$ cat config.mk
export PLATFORM = sky130hd
export DESIGN_NAME = keypad_scan_ctrl
export DESIGN_NICKNAME = d
export VERILOG_FILES = /design/src/rtl/keypad_scan_ctrl.sv
export SDC_FILE = /design/constraint.sdc
export NUM_CORES = 1
export LEC_CHECK = 0
export CORE_UTILIZATION = 45
export DETAILED_ROUTE_END_ITERATION = 7
export PLACE_DENSITY = 0.63
export SLEW_MARGIN = 25
export SYNTH_ARGS = -nofsm -noshare
export SYNTH_HDL_FRONTEND = slang
export SYNTH_SLANG_ARGS = --single-unit
export TNS_END_PERCENT = 10
$ cat constraint.sdc
create_clock -name HCLK -period 7.58 [get_ports HCLK]
set_input_delay 2.274 -clock HCLK [delete_from_list [all_inputs] [get_ports HCLK]]
set_output_delay 2.274 -clock HCLK [all_outputs]
set_load 0.01 [all_outputs]
$ cat src/rtl/keypad_scan_ctrl.sv
// 4x4 keypad scanner: one shared debounce engine feeding a small key-code FIFO.
// Optional build macro KEYPAD_RELEASE_EVT_EN adds release events (key_code[4]=1).
module keypad_scan_ctrl #(
    parameter int SCAN_DIV     = 8,
    parameter int DEBOUNCE_CNT = 4096,
    parameter int FIFO_DEPTH   = 4
) (
    input  logic                          HCLK,
    input  logic                          HRESETn,
    input  logic [3:0]                    col,
    output logic [3:0]                    row,
    output logic [4:0]                    key_code,
    output logic                          key_valid,
    input  logic                          key_pop,
    output logic [$clog2(FIFO_DEPTH):0]   fifo_count,
    output logic                          overflow,
    input  logic                          overflow_clr,
    output logic                          key_irq
);
    localparam int PW = $clog2(FIFO_DEPTH);
    localparam int CW = PW + 1;
    localparam int DW = $clog2(SCAN_DIV);
    localparam int BW = $clog2(DEBOUNCE_CNT);

    typedef enum logic [1:0] {ST_SCAN, ST_DEB, ST_HOLD} state_t;

    logic [3:0]    col_m_q, col_s_q;
    state_t        state_q, state_d;
    logic [1:0]    row_idx_q, row_idx_d;
    logic [DW-1:0] dwell_q, dwell_d;
    logic [BW-1:0] deb_q, deb_d;
    logic [3:0]    pat_q, pat_d;
    logic [3:0]    row_q;
    logic [1:0]    col_idx;
    logic          push;
    logic [4:0]    push_code;
`ifdef KEYPAD_RELEASE_EVT_EN
    logic [3:0]    held_q, held_d;
`endif

    logic [4:0]    mem_q [FIFO_DEPTH];
    logic [4:0]    mem_d [FIFO_DEPTH];
    logic [PW-1:0] wr_q, wr_d, rd_q, rd_d;
    logic [CW-1:0] cnt_q, cnt_d;
    logic [4:0]    key_code_q, key_code_d;
    logic          key_valid_q, key_valid_d;
    logic          overflow_q, overflow_d;
    logic          do_pop, do_push, full;

    // Multi-key patterns report only the lowest active column.
    always_comb begin
        col_idx = 2'd3;
        for (int i = 3; i >= 0; i--) begin
            if (!pat_q[i]) col_idx = 2'(i);
        end
    end

    always_comb begin
        state_d   = state_q;
        row_idx_d = row_idx_q;
        dwell_d   = dwell_q;
        deb_d     = deb_q;
        pat_d     = pat_q;
        push      = 1'b0;
        push_code = {1'b0, row_idx_q, col_idx};
`ifdef KEYPAD_RELEASE_EVT_EN
        held_d    = held_q;
`endif
        case (state_q)
            ST_SCAN: begin
                if (dwell_q == DW'(SCAN_DIV - 1)) begin
                    dwell_d = '0;
                    if (col_s_q == 4'hF) begin
                        row_idx_d = row_idx_q + 2'd1;
                    end else begin
                        pat_d   = col_s_q;
                        deb_d   = '0;
                        state_d = ST_DEB;
                    end
                end else begin
                    dwell_d = dwell_q + DW'(1);
                end
            end
            ST_DEB: begin
                if (col_s_q != pat_q) begin
                    row_idx_d = row_idx_q + 2'd1;
                    state_d   = ST_SCAN;
                end else if (deb_q == BW'(DEBOUNCE_CNT - 1)) begin
                    push    = 1'b1;
                    deb_d   = '0;
                    state_d = ST_HOLD;
`ifdef KEYPAD_RELEASE_EVT_EN
                    held_d  = {row_idx_q, col_idx};
`endif
                end else begin
                    deb_d = deb_q + BW'(1);
                end
            end
            ST_HOLD: begin
                if (col_s_q != 4'hF) begin
                    deb_d = '0;
                end else if (deb_q == BW'(DEBOUNCE_CNT - 1)) begin
                    deb_d     = '0;
                    dwell_d   = '0;
                    row_idx_d = row_idx_q + 2'd1;
                    state_d   = ST_SCAN;
`ifdef KEYPAD_RELEASE_EVT_EN
                    push      = 1'b1;
                    push_code = {1'b1, held_q};
`endif
                end else begin
                    deb_d = deb_q + BW'(1);
                end
            end
            default: state_d = ST_SCAN;
        endcase
    end

    // Head is registered from the post-update FIFO, so a same-cycle write is bypassed.
    always_comb begin
        full    = (cnt_q == CW'(FIFO_DEPTH));
        do_pop  = key_pop && (cnt_q != '0);
        do_push = push && (!full || do_pop);
        mem_d   = mem_q;
        if (do_push) mem_d[wr_q] = push_code;
        wr_d        = do_push ? wr_q + PW'(1) : wr_q;
        rd_d        = do_pop  ? rd_q + PW'(1) : rd_q;
        cnt_d       = cnt_q + CW'(do_push) - CW'(do_pop);
        key_valid_d = (cnt_d != '0);
        key_code_d  = key_valid_d ? mem_d[rd_d] : 5'd0;
        if (push && full && !do_pop) overflow_d = 1'b1;
        else if (overflow_clr)       overflow_d = 1'b0;
        else                         overflow_d = overflow_q;
    end

    always_ff @(posedge HCLK or negedge HRESETn) begin
        if (!HRESETn) begin
            col_m_q     <= 4'hF;
            col_s_q     <= 4'hF;
            state_q     <= ST_SCAN;
            row_idx_q   <= 2'd0;
            dwell_q     <= '0;
            deb_q       <= '0;
            pat_q       <= 4'hF;
            row_q       <= 4'b1110;
            wr_q        <= '0;
            rd_q        <= '0;
            cnt_q       <= '0;
            key_code_q  <= 5'd0;
            key_valid_q <= 1'b0;
            overflow_q  <= 1'b0;
            for (int i = 0; i < FIFO_DEPTH; i++) mem_q[i] <= 5'd0;
`ifdef KEYPAD_RELEASE_EVT_EN
            held_q      <= 4'd0;
`endif
        end else begin
            col_m_q     <= col;
            col_s_q     <= col_m_q;
            state_q     <= state_d;
            row_idx_q   <= row_idx_d;
            dwell_q     <= dwell_d;
            deb_q       <= deb_d;
            pat_q       <= pat_d;
            row_q       <= ~(4'b0001 << row_idx_d);
            wr_q        <= wr_d;
            rd_q        <= rd_d;
            cnt_q       <= cnt_d;
            key_code_q  <= key_code_d;
            key_valid_q <= key_valid_d;
            overflow_q  <= overflow_d;
            for (int i = 0; i < FIFO_DEPTH; i++) mem_q[i] <= mem_d[i];
`ifdef KEYPAD_RELEASE_EVT_EN
            held_q      <= held_d;
`endif
        end
    end

    assign row        = row_q;
    assign key_code   = key_code_q;
    assign key_valid  = key_valid_q;
    assign key_irq    = key_valid_q;
    assign fifo_count = cnt_q;
    assign overflow   = overflow_q;
endmodule

* Yosys cells after proc, flatten, opt, wreduce, memory -nomap -nowiden
Index checks and enable logic that the tools add are counted.
Storage, ports and cells: bits in registers 69, input port bits 8, word-level logic and storage cells 105
Cells by class: add/sub/neg operators 7, magnitude comparators 3, eq/ne operators 14, shift-type cells 1, muxes and demuxes 40, bitwise gates (word level) 4, reductions and logical operators 18
Operator list (number):
- 12-bit two-way mux | 5
- 12-bit case mux with 3 select lines | 1
- 2-bit two-way mux | 14
- 20-bit bitwise mux | 1
- 20-bit two-way mux | 1
- 5-bit two-way mux | 4
- 12-bit by 1-bit adder with 12-bit output, second input constant | 1
- 12-bit equality test, second input constant | 1
- 2-bit case mux with 3 select lines | 2
- 5-bit binary-select mux with 2-bit select | 1
- 5-bit demux with 2-bit select | 1
- 2-bit != test, second input constant | 5
- 3-bit two-way mux | 3
- 3-bit nonzero test | 3
- 2-bit by 1-bit adder with 2-bit output, second input constant | 3
- 3-bit equality test, second input constant | 2
- 3-bit greater-or-equal comparator, second input constant | 2
- 1-bit two-way mux | 6
- 2-bit inverter with 3-bit output | 2
- 3-bit case mux with 2 select lines | 1
- 3-bit AND reduction | 2
- 1-bit logical AND | 5
- 5-bit AND reduction | 1
- 4-bit equality test, second input constant | 1
- 17 further kinds | 19

* Logic depth before layout (Yosys ltp)
depth after elaboration 11, mapped depth 16

* Worst setup path after synthesis
Ideal clock, no wire load.
kind input -> register, start input key_pop, end register key_code_q[4] (netlist: key_code[4]), setup time 0.124 ns, arrival 4.595 ns, data required time 7.456 ns, slack 2.861 ns, stages on the path 14, cell sequence or4b_1 -> buf_2 -> nand3_1 -> ha_1 -> inv_1 -> ha_1 -> inv_1 -> fa_1 -> xnor2_1 -> xnor2_1 -> nor3_1 -> inv_1 -> nand2_1 -> a21oi_1
Between the ends: elaborated cells between the ends (all ways) 13
RTL lines:
- start, declared | line 14 | input logic key_pop,
- 1-bit logical AND * | line 122 | do_pop = key_pop && (cnt_q != '0);
- 1-bit logical OR | line 123 | do_push = push && (!full || do_pop);
- 1-bit logical AND | line 123
- 3-bit by 1-bit adder with 3-bit output | line 128 | cnt_d = cnt_q + CW'(do_push) - CW'(do_pop);
- 3-bit by 1-bit subtractor with 3-bit output * | line 128
- named net cnt_d[2] | line 44 | logic [CW-1:0] cnt_q, cnt_d;
- 3-bit nonzero test * | line 129 | key_valid_d = (cnt_d != '0);
- named net key_valid_d | line 46 | logic key_valid_q, key_valid_d;
- 5-bit two-way mux * | line 130 | key_code_d = key_valid_d ? mem_d[rd_d] : 5'd0;
- named net key_code_d[4] | line 45 | logic [4:0] key_code_q, key_code_d;
- end signal, assigned | line 168 | key_code_q <= key_code_d;
- end, declared | line 45
The timed path passes the listed nets; every way through them passes the cells marked *. The select of a mux whose other input is x is not followed. A chain may end at the register's enable or synchronous reset.

* Worst setup path after layout
Ends and elaborated chain as after synthesis.

==> results.toml <==
[setup_path]
cp_max_fo = 8
worstSetupPathType = "in -> reg"
cp-start-kind = "input port"
required_ns = 7.79
critPathCaptureType = "flip-flop"
arrival_ns = 5.39

[synthesis]
avgSynthCellArea_um2 = 11.7
yosys.area.top_type = "dfrtp_1"
seq_area_frac_synth_pct = 51.2
synth_top_area_share_pct = 39.6
yosys_warnings = 0
syn_nets = 314
netlist_area_mm2 = 0.00341
yosys-top-cells-area = "dfrtp_1 (40%), dfstp_2 (12%), ha_1 (4.8%), mux2_2 (3.6%), mux2i_1 (2.9%)"
ys_seq_elements = 69
ys_async_sr_fraction_pct = 100
synthesis.instances = 292
synthTopCellsByCount = "dfrtp_1 (54), nand2_1 (22), inv_1 (18)"
synth.distinct_cells = 60
synth_ff_type = "dfrtp_1"
synth-edff-count = 0
yosysMostFrequentCell = "dfrtp_1"

[cts]
h-tree-depth = 3
ctsHoldBuffers = 0
cts-root-buf = "clkbuf_8"
cts-resized-gates = 0
clk_pin_slew_worst_paths_ns = 0.07
post-cts-setup-buffers = 0
cts.sinks = 69
cts_buffer_depth = 2
insertion_delay_ns = 0.33
cts-buffers-inserted = 9
cts_tree = "built"

[pwr]
p_leak_nw = 1.84
p_int_w = 0.000687
swShare_pct = 32.8
p_comb_share_pct = 27.8
p_switching_w = 0.000336
p_seq_share_pct = 46.0
finalPower_w = 0.00102
power_frac_clock_pct = 26.2
vdd_ir_drop_max_v = 0.000131
p_per_area_mw_per_mm2 = 264

[floorplanning]
dieArea_mm2 = 0.00793
num_rows = 31
start_util_pct = 46.8
core-area_mm2 = 0.00729
io_pins = 23
die_w_um = 89.1
fp.dieH_um = 89.1

[cells_and_area]
drive_above_1_share_pct = 20.5
area_growth_pct = 13.6
diodes = 0
nets = 339

[place]
place.port_buffers = 22
gp_congestion = 0.775
dp_hpwl_um = 4310

[grt]
grt_pass1_wl_um = 10400
overflow = 0
antenna_found_initial = 0
grt_pass1_vias = 2202
grtUsageTotal_pct = 17.6
grt_max_degree = 70

[outcome]
status = "finished, final reports clean"

[route]
vias_per_cell = 5.27
antenna_left = 0
wl_per_cell_um = 14.5
drt_iter0_drc = 84
vias = 2220
drt-total-wl_um = 6100
first_pass_iters = 4
drcViolationCount = 0

[timing]
drv_slew = 0
setup_viol = 0
max_slew_margin_pct = 43.7
finalCritPeriodShare_pct = 68.4
min_period_ns = 5.18
fmax_mhz = 193
hold_violations = 0
setup_tns_ns = 0
clock-skew-final_ns = 0.00637
rsz0062_at_grt = "no"
tightestPinTransition_ns = 0.845

[hold_path]
min_path_type = "reg -> reg"

[flow_run]
maxCapViolCount = 0
==> sequential cells by signal, indices dropped and copies added (netlist names), 3 cells and up <==
name        flops
col_m_q         4
key_code        5
row             4
pat_q           4
dwell_q         3
fifo_count      3
deb_q          12
col_s_q         4
mem_q          20
==> routing by layer <==
metal / up-vias / global-route usage (%) / wire length (um)
met5: - / 0 / 0
li1: 1089 / - / -
met4: 0 / 7.07 / 73
met3: 5 / 4.43 / 161
met1: 1097 / 22.1 / 2980
met2: 29 / 29.4 / 2890
==> final cells by class <==
type / count / area, um^2
Multi-Input combinational cell: 195 / 1530
Tap cell: 99 / 124
Fill cell: 654 / 3410
Sequential cell: 69 / 1750
Inverter: 18 / 67.6
Clock buffer: 12 / 155
Clock inverter: 4 / 22.5
Timing Repair Buffer: 24 / 230
==> cell usage in the layout (no fill, tap or decap), types with 3 or more instances in the layout <==
| cell type | netlist | routed |
|---|---|---|
| nand4_1 | 7 | 7 |
| nand2_1 | 22 | 22 |
| clkinv_2 | 0 | 3 |
| dfstp_2 | 15 | 15 |
| nor3_1 | 4 | 4 |
| nand4_2 | 4 | 4 |
| and2_1 | 4 | 4 |
| dfrtp_1 | 54 | 54 |
| a21oi_1 | 7 | 7 |
| o21ai_1 | 3 | 3 |
| o31ai_1 | 3 | 3 |
| o22ai_1 | 3 | 3 |
| ha_1 | 13 | 13 |
| clkdlybuf4s50_1 | 0 | 21 |
| inv_1 | 18 | 18 |
| xor2_1 | 3 | 3 |
| a211oi_1 | 7 | 7 |
| mux2_2 | 11 | 11 |
| o21ai_0 | 9 | 9 |
| clkbuf_8 | 1 | 11 |
| a21o_1 | 5 | 5 |
| nor2_1 | 17 | 17 |
| xnor2_1 | 11 | 11 |
| mux2i_1 | 10 | 10 |
| and4_1 | 3 | 3 |
| and3_1 | 4 | 4 |
==> through the flow <==
stage,instance area (um^2),utilization (%),std cells,worst slack [ns],hold WS (ns)
6_report,3880,53.2,421,2.40,0.352
5_1_grt,3880,53.2,421,2.18,0.360
4_1_cts,3880,53.2,421,2.41,0.355
3_5_place_dp,3700,50.7,405,2.08,0.347
3_3_place_gp,3700,50.7,405,2.15,0.346
2_1_floorplan,3410,-,292,2.86,0.345
==> power by group through the flow <==
stage	logic, W	clock network [W]	registers (W)
after detailed placement	0.000287	0	0.000478
after CTS	0.000288	0.000276	0.000471
after global placement	0.000282	0	0.000476
after global routing	0.000323	0.000293	0.000478
final	0.000284	0.000268	0.000470
after floorplan	0.000224	0	0.000467
==> cells by family (layout without fill, tap and decap cells) <==
| group | Yosys count | count (layout) | synth area share [%] |
|---|---|---|---|
| simple gates | 85 | 85 | 14.4 |
| flops | 69 | 69 | 51.2 |
| compound gates | 53 | 53 | 10.9 |
| buf+inv | 28 | 58 | 3.92 |
| mux | 27 | 27 | 9.42 |
| xor+xnor | 16 | 16 | 4.88 |
| fa+ha+maj | 14 | 14 | 5.35 |
==> path summary, 6_finish.rpt <==
path / slack [ns] / cells past startpoint / start / end
setup / recovery: 2.40 / 14 / key_pop / key_code[4]
hold reg to reg: 0.35 / 0 / col_m_q[3] / col_s_q[3]
min in group asynchronous: 2.12 / 2 / HRESETn / mem_q[0]
setup reg to reg: 4.03 / 15 / col_s_q[0] / key_code[4]
hold / removal: 0.35 / 0 / col_m_q[3] / col_s_q[3]
max in group asynchronous: 4.90 / 2 / HRESETn / key_irq
==> critical path, stage by stage <==
cell	delay [ns]
clkdlybuf4s50_1	0.42
or4b_1	0.60
nand3_1	0.12
ha_1	0.22
inv_1	0.05
ha_1	0.12
inv_1	0.05
fa_1	0.37
xnor2_1	0.14
xnor2_1	0.15
nor3_1	0.58
inv_1	0.14
nand2_1	0.10
a21oi_1	0.04
Note: power is estimated with default switching activity, not from simulation.
